[src/rtl/uart_frame_sched_if.sv]
// uart_frame_sched_if: report-request and UART TX handshake bundle for uart_frame_sched
// master drives requests and tx_busy; slave (the scheduler) drives tx_start/tx_data and status
interface uart_frame_sched_if;
  logic       ang_req;
  logic [9:0] ang_bcd;
  logic       sts_req;
  logic [7:0] sts_byte;
  logic       tx_busy;
  logic       tx_start;
  logic [7:0] tx_data;
  logic       frame_done;
  logic       done_id;
  logic       err_to;
  logic       sched_busy;
  modport master (
    output ang_req, ang_bcd, sts_req, sts_byte, tx_busy,
    input  tx_start, tx_data, frame_done, done_id, err_to, sched_busy
  );
  modport slave (
    input  ang_req, ang_bcd, sts_req, sts_byte, tx_busy,
    output tx_start, tx_data, frame_done, done_id, err_to, sched_busy
  );
endinterface

[src/rtl/uart_frame_sched.sv]
// uart_frame_sched: round-robin 5-byte frame scheduler sharing one UART TX between angle and status reports
// clk, rst (sync, active-high); bus.slave: ang_req/ang_bcd, sts_req/sts_byte, tx_busy in;
// tx_start/tx_data, frame_done/done_id, err_to, sched_busy out
module uart_frame_sched #(
  parameter int ACC_TO = 16
) (
  input logic clk,
  input logic rst,
  uart_frame_sched_if.slave bus
);
  localparam int CW = $clog2(ACC_TO + 1);
  typedef enum logic [2:0] {IDLE, ARB, LOAD, WAIT_HI, WAIT_LO} state_t;
  state_t r_state;
  logic          r_pend_a, r_pend_s, r_rr, r_src;
  logic [9:0]    r_snap_a, r_cur;
  logic [7:0]    r_snap_s, r_tx_data;
  logic [2:0]    r_idx;
  logic [CW-1:0] r_cnt;
  logic          r_tx_start, r_frame_done, r_done_id, r_err_to;
  logic          w_pick;
  logic [7:0]    w_byte;
  function automatic logic [7:0] hex(input logic [3:0] n);
    return n < 4'd10 ? 8'h30 + {4'h0, n} : 8'h37 + {4'h0, n};
  endfunction
  // r_rr holds the preferred source when both are pending (0 = angle)
  assign w_pick = (r_pend_a && r_pend_s) ? r_rr : r_pend_s;
  always_comb begin
    w_byte = r_idx == 3'd0 ? 8'h0D :
             r_idx == 3'd1 ? 8'h0A :
             r_idx == 3'd2 ? (r_src ? 8'h53 : 8'h30 + {6'd0, r_cur[9:8]}) :
             r_idx == 3'd3 ? (r_src ? hex(r_cur[7:4]) : 8'h30 + {4'd0, r_cur[7:4]}) :
                             (r_src ? hex(r_cur[3:0]) : 8'h30 + {4'd0, r_cur[3:0]});
  end
  always_ff @(posedge clk) begin
    if (rst) begin
      r_state      <= IDLE;
      r_pend_a     <= 1'b0;
      r_pend_s     <= 1'b0;
      r_rr         <= 1'b0;
      r_src        <= 1'b0;
      r_snap_a     <= '0;
      r_snap_s     <= '0;
      r_cur        <= '0;
      r_idx        <= '0;
      r_cnt        <= '0;
      r_tx_start   <= 1'b0;
      r_tx_data    <= '0;
      r_frame_done <= 1'b0;
      r_done_id    <= 1'b0;
      r_err_to     <= 1'b0;
    end else begin
      r_tx_start   <= 1'b0;
      r_frame_done <= 1'b0;
      r_err_to     <= 1'b0;
      case (r_state)
        IDLE: if (r_pend_a || r_pend_s) r_state <= ARB;
        ARB: begin
          r_src <= w_pick;
          r_cur <= w_pick ? {2'b00, r_snap_s} : r_snap_a;
          if (w_pick) r_pend_s <= 1'b0;
          else r_pend_a <= 1'b0;
          r_idx   <= '0;
          r_state <= LOAD;
        end
        LOAD: if (!bus.tx_busy) begin
          r_tx_data  <= w_byte;
          r_tx_start <= 1'b1;
          r_cnt      <= '0;
          r_state    <= WAIT_HI;
        end
        WAIT_HI: begin
          if (bus.tx_busy) r_state <= WAIT_LO;
          else if (r_cnt == CW'(ACC_TO - 1)) begin
            r_err_to  <= 1'b1;
            r_done_id <= r_src;
            r_rr      <= ~r_src;
            r_state   <= IDLE;
          end else r_cnt <= r_cnt + 1'b1;
        end
        WAIT_LO: if (!bus.tx_busy) begin
          if (r_idx == 3'd4) begin
            r_frame_done <= 1'b1;
            r_done_id    <= r_src;
            r_rr         <= ~r_src;
            r_state      <= IDLE;
          end else begin
            r_idx   <= r_idx + 1'b1;
            r_state <= LOAD;
          end
        end
        default: r_state <= IDLE;
      endcase
      // captures come last so a request arriving in ARB re-queues the source being frozen
      if (bus.ang_req) begin
        r_pend_a <= 1'b1;
        r_snap_a <= bus.ang_bcd;
      end
      if (bus.sts_req) begin
        r_pend_s <= 1'b1;
        r_snap_s <= bus.sts_byte;
      end
    end
  end
  assign bus.tx_start   = r_tx_start;
  assign bus.tx_data    = r_tx_data;
  assign bus.frame_done = r_frame_done;
  assign bus.done_id    = r_done_id;
  assign bus.err_to     = r_err_to;
  assign bus.sched_busy = r_state != IDLE;
endmodule

[src/flat_wrapper.sv]
// flat-port wrapper written by rule: the top's interface ports become plain ports
module uart_frame_sched_flat 
#(
  parameter int ACC_TO = 16
)
  (clk, rst, bus_ang_req, bus_ang_bcd, bus_sts_req, bus_sts_byte, bus_tx_busy, bus_tx_start, bus_tx_data, bus_frame_done, bus_done_id, bus_err_to, bus_sched_busy);
  uart_frame_sched_if bus_i ();
  input logic clk;
  input logic rst;
  input wire logic [$bits(bus_i.ang_req)-1:0] bus_ang_req;
  input wire logic [$bits(bus_i.ang_bcd)-1:0] bus_ang_bcd;
  input wire logic [$bits(bus_i.sts_req)-1:0] bus_sts_req;
  input wire logic [$bits(bus_i.sts_byte)-1:0] bus_sts_byte;
  input wire logic [$bits(bus_i.tx_busy)-1:0] bus_tx_busy;
  output wire logic [$bits(bus_i.tx_start)-1:0] bus_tx_start;
  output wire logic [$bits(bus_i.tx_data)-1:0] bus_tx_data;
  output wire logic [$bits(bus_i.frame_done)-1:0] bus_frame_done;
  output wire logic [$bits(bus_i.done_id)-1:0] bus_done_id;
  output wire logic [$bits(bus_i.err_to)-1:0] bus_err_to;
  output wire logic [$bits(bus_i.sched_busy)-1:0] bus_sched_busy;
  assign bus_i.ang_req = bus_ang_req;
  assign bus_i.ang_bcd = bus_ang_bcd;
  assign bus_i.sts_req = bus_sts_req;
  assign bus_i.sts_byte = bus_sts_byte;
  assign bus_i.tx_busy = bus_tx_busy;
  assign bus_tx_start = bus_i.tx_start;
  assign bus_tx_data = bus_i.tx_data;
  assign bus_frame_done = bus_i.frame_done;
  assign bus_done_id = bus_i.done_id;
  assign bus_err_to = bus_i.err_to;
  assign bus_sched_busy = bus_i.sched_busy;
  uart_frame_sched #(.ACC_TO(ACC_TO)) u_core (.clk(clk), .rst(rst), .bus(bus_i));
endmodule
[config.mk]
export PLATFORM = sky130hd
export DESIGN_NAME = uart_frame_sched_flat
export DESIGN_NICKNAME = d
export VERILOG_FILES = /design/src/rtl/uart_frame_sched_if.sv /design/src/rtl/uart_frame_sched.sv /design/src/flat_wrapper.sv
export SDC_FILE = /design/constraint.sdc
export NUM_CORES = 1
export LEC_CHECK = 0
export BUFFER_PORTS_ARGS = -buffer_cell sky130_fd_sc_hd__buf_2
export CORE_UTILIZATION = 50
export CTS_CLUSTER_DIAMETER = 120
export DETAILED_ROUTE_END_ITERATION = 6
export PLACE_DENSITY_LB_ADDON = 0.3
export SYNTH_ARGS = -nofsm -noshare
export SYNTH_HDL_FRONTEND = slang
export SYNTH_SLANG_ARGS = --single-unit
[constraint.sdc]
create_clock -name clk -period 1.9 [get_ports clk]
set_input_delay 0 -clock clk [delete_from_list [all_inputs] [get_ports clk]]
set_output_delay 0 -clock clk [all_outputs]
set_load 0.05 [all_outputs]
# Word-level counts from Yosys, hierarchy flattened
# Cells that the tools add are included.
totals:
  regBits: 55
  wordCells: 113
  output_inout_bits: 13
classes:
  order_cmp: 2
  n_reduce_logical: 21
  bitwise_logic: 5
  n_eq_ne: 19
  addsub: 7
  n_mux: 44
op_table:
  columns: ["op", "n"]
  rows:
  - ["2-to-1 mux 8 bit", 9]
  - ["adder 6 x 4 -> 7 bit (first input constant)", 4]
  - ["2-to-1 mux 3 bit", 7]
  - ["2-to-1 mux 1 bit", 18]
  - ["2-to-1 mux 5 bit", 3]
  - ["one-hot mux 3 bit (5 select lines)", 1]
  - ["== test 3 x 2 -> 1 bit (second input constant)", 4]
  - ["!= test 2 bit (second input constant)", 6]
  - ["nonzero test 2 bit", 6]
  - ["2-to-1 mux 10 bit", 1]
  - ["one-hot mux 5 bit (2 select lines)", 1]
  - ["less-than comparator 4 bit (second input constant)", 2]
  - ["AND reduction 4 bit", 2]
  - ["adder 6 x 2 -> 7 bit (first input constant)", 1]
  - ["== test 3 x 1 -> 1 bit (second input constant)", 2]
  - ["== test 3 bit (second input constant)", 2]
  - ["logical NOT 3 bit", 2]
  - ["!= test 2 x 1 -> 1 bit (second input constant)", 3]
  - ["one-hot mux 3 bit (2 select lines)", 1]
  - ["AND reduction 2 bit", 3]
  - ["OR reduction 3 bit", 2]
  - ["adder 5 x 1 -> 5 bit (second input constant)", 1]
  - ["== test 5 x 4 -> 1 bit (second input constant)", 1]
  - ["inverter 1 bit", 5]
  - ["other kinds (10)", 11]

# Longest topological paths before layout
logic_depth:
  depth_word: 7
  depth_mapped: 7
  mapped_depth_nobuf: 7

# Worst setup path before layout
# Ideal clock, no wire load.
synth_timing:
  path_kind: "register to register"
  start: "register u_core.r_cnt[0]"
  end: "register u_core.r_cnt[4]"
  path_buffers: 0
  arrival_time_ns: 1.671
  slack_ns: 0.158
  required_ns: 1.830
  setup_ns: 0.070
  path_stages_with_launch: 8
  path_cell_list: "dfxtp_1 ha_1 and3_1 ha_1 nor2_2 a21oi_2 or4_1 a21oi_1"
synth_via:
  elab_chain_len: 4
  elab_cells_between_ends: 7
  classes_between: "add/sub (1); eq/ne (2); mux (3); reduce/logical (1)"
synth_rtl:
  columns: ["item", "line_no", "source"]
  rows:
  - ["from (decl)", "uart_frame_sched.sv:18", "logic [CW-1:0] r_cnt;"]
  - ["from (signal assigned)", "uart_frame_sched.sv:78", "end else r_cnt <= r_cnt + 1'b1;"]
  - ["adder 5 x 1 -> 5 bit", "uart_frame_sched.sv:78", null]
  - ["2-to-1 mux 5 bit", "uart_frame_sched.sv:73", "else if (r_cnt == CW'(ACC_TO - 1)) begin"]
  - ["2-to-1 mux 5 bit", "uart_frame_sched.sv:72", "if (bus.tx_busy) r_state <= WAIT_LO;"]
  - ["one-hot mux 5 bit (2 select lines)", "uart_frame_sched.sv:55", "case (r_state)"]
# Several ways; a longest one is shown, not always the timed one. The select of a mux whose other input is x is not followed.
# A chain may end at the register's enable or synchronous reset.

# Worst setup path after layout
# Ends and elaborated chain as after synthesis.

==> flow_summary.toml <==
[status]
outcome = "finished, final reports clean"

[timing]
layout_setup_ws_ps = 103
tns_ps = 0
drv_slew = 0
holdWs_ps = 46.8
skew_ps = 9.10
hold_violations = 0
fin_crit_sh_pct = 94.6
fmax_mhz = 556
setup_violations = 0
rsz0062_at_grt = "false"
fin_crit_ps = 1800

[finish]
fin_util_pct = 62.2
area_delta_synth_final_pct = 20.1
fillerInstances = 435
diodes = 0
fin_cells = 415
drive_above_1_share_pct = 19.4
final_common_cell = "dfxtp_1"
nets = 376
most-common-layout-cells = "dfxtp_1 (53), nor2_1 (34), buf_2 (34), mux2i_1 (28), dlygate4sd3_1 (18)"

[power_and_ir_drop]
power.density_nw_per_um2 = 930
p_sw_share_pct = 35.3
combPwrFrac_pct = 29.0
clock_power_share_pct = 23.2
seq_power_share_pct = 47.8
leakagePower_uw = 0.00136
intPower_uw = 1900
vdd_ir_drop_max_v = 0.000606
switching_power_uw = 1040

[synthesis]
yosysTopAreaCell = "dfxtp_1"
ys_seq_area_share_pct = 41.1
yosysUniqueCellTypes = 53
synth-seq-cells = 54
avgSynthCellArea_sq_um = 8.97
synth_edf_count = 0
yosysTopAreaCellShare_pct = 41.1
synth_fp_nets = 325
synthArstFlopShare_pct = 0
synth_area_leaders = "dfxtp_1 (41%), mux2i_1 (11%), nor2_1 (4.9%)"
dominantRegCellSynth = "dfxtp_1"
synth_cells = 293
ys.warnings.count = 0
mappedNetlistArea_sq_um = 2630

[placement]
pre_cts_slack_ps = 94.5
hpwl_um = 3550
gp_congestion = 0.841
portBuffers = 34
place_inst = 389

[global_routing]
grt_pass1_wl_um = 9040
grt-ovfl-total = 0
antenna_found_initial = 0
grt_start_max_net_pins = 34
gr-usage-all-layers_pct = 21.2
grt_pass1_vias = 1976

[clock_tree]
clock_sinks = 54
clk_path_buf_depth = 2
clkSlewWorstSetupHoldPaths_ps = 100
htreeDepth = 2
cts_buffers = 5
clock_latency_ps = 310
cts_tree = "done"
root_buffer = "clkbuf_8"
cts_setup_buffers = 0

[die]
die_x_um = 74.5
rows = 26
initial_core_util_pct = 51.8
io_pins = 36
die-area_sq_um = 5550
die_h_um = 74.5
core_area_sq_um = 5070

[routing]
viasPerCell = 5.27
drcViolationCount = 0
ant_nets = 0
drtIter0Drc = 129
detail_route.wl_per_cell_um = 12.8
first_pass_iters = 4
vias = 2189
wl_um = 5330

[worst_setup_path]
crit_path_max_fanout = 5
end_kind = "register"
worstPathArrival_ps = 2050
crit_type = "reg -> reg"
rr_worst_depth = 7
crit_required_ps = 2150
worstSetupStartpointType = "register"

[job]
max_cap_violations = 0

[min_path]
worstHoldPathType = "in -> reg"
hold_depth = 2
-- cells in the mapped netlist, types with 2 or more instances --
cell / n
a211oi_1: 10
a21boi_0: 2
a21o_1: 2
a21oi_1: 11
a31o_2: 4
a31oi_1: 3
a32o_1: 2
and3_1: 2
buf_1: 2
buf_2: 6
buf_4: 3
clkbuf_1: 6
dfxtp_1: 54
ha_1: 9
inv_1: 17
mux2i_1: 28
nand2_1: 15
nand2b_1: 7
nand3_1: 10
nand4_1: 3
nor2_1: 34
nor2b_1: 4
nor3_1: 6
o211ai_1: 4
o21a_1: 2
o21ai_0: 11
o21bai_1: 2
o2bb2ai_1: 2
o311ai_0: 2
or3_1: 4
or4_1: 2
xnor2_1: 2
xor2_1: 2
-- kinds of logic (layout without fill, tap and decap cells) --
family,Yosys count,after routing,synth area share (%)
xor gates and xnor gates,4,4,1.33
adders and majority gates,9,9,4.28
other,1,1,0.143
muxes,29,29,11.1
buffers and inverters,35,87,6.00
DFF,54,54,41.1
AOI/OAI and AO/OA,66,66,17.5
and+or+nand+nor,95,95,18.5
-- registers in the layout, indices dropped and copies added (netlist names) --
register and count:
u_core.r_src 1, u_core.bus.done_id 1, u_core.r_cur 10, u_core.r_pend_s 1, u_core.bus.err_to 1, u_core.r_cnt 5, u_core.r_snap_a 10, u_core.r_pend_a 1
u_core.r_snap_s 8, u_core.bus.tx_data 7, u_core.r_idx 3, u_core.r_rr 1, u_core.bus.tx_start 1, u_core.bus.frame_done 1, u_core.r_state 3
-- through the flow --
stage	area [sq um]	power [uW]
after floorplan	2630	2050
after global placement	2870	2220
after detailed placement	2870	2240
after CTS	3150	2940
after global routing	3160	3140
final	3160	2940
-- final timing paths --
check                        from               to  slack, ps
setup / recovery  u_core.r_cnt[0]  u_core.r_cnt[4]        100
hold / removal                rst  u_core.r_cnt[4]         50
setup reg to reg  u_core.r_cnt[0]  u_core.r_cnt[4]        100
hold reg to reg   u_core.r_cur[9]  u_core.r_cur[9]        460
-- layout make-up --
cell class / count / area, sq um / area share (%)
Multi-Input combinational cell: 204 / 1400 / 44.5
Inverter: 17 / 63.8 / 2.02
Timing Repair Buffer: 62 / 425 / 13.5
Tap cell: 70 / 87.6 / 2.77
Sequential cell: 54 / 1080 / 34.3
Clock buffer: 5 / 68.8 / 2.18
Clock inverter: 3 / 26.3 / 0.832
-- power by group through the flow --
| stage | sequential [uW] | clock, uW | combinational (uW) |
|---|---|---|---|
| 3_5_place_dp | 1430 | 0 | 810 |
| 6_report | 1400 | 681 | 852 |
| 2_1_floorplan | 1420 | 0 | 629 |
| 4_1_cts | 1400 | 697 | 847 |
| 5_1_grt | 1430 | 754 | 956 |
| 3_3_place_gp | 1420 | 0 | 797 |
-- what timing repair did --
item	4_1_cts	5_1_grt
hold endpoints to repair	18	0
gates resized for setup	0	3
hold buffers	18	0
endpoints found under the setup margin	0	2
-- layer usage --
metal,wire length [um],vias to the layer above,track usage (%),part of all wire (%)
li1,-,1139,-,-
met1,2650,995,28.4,50
met2,2450,49,34.7,46
met3,184,6,4.34,3.5
met4,47,0,5.45,0.88
met5,0,-,0,0
-- critical path, stage by stage (launching register included) --
cell and delay [ps]:
dfxtp_2 350, ha_1 200, and3_1 180, ha_1 240, nor2_4 130, a21oi_2 90, or4_1 420, a21oi_2 140
(Power assumes the default switching activity.)
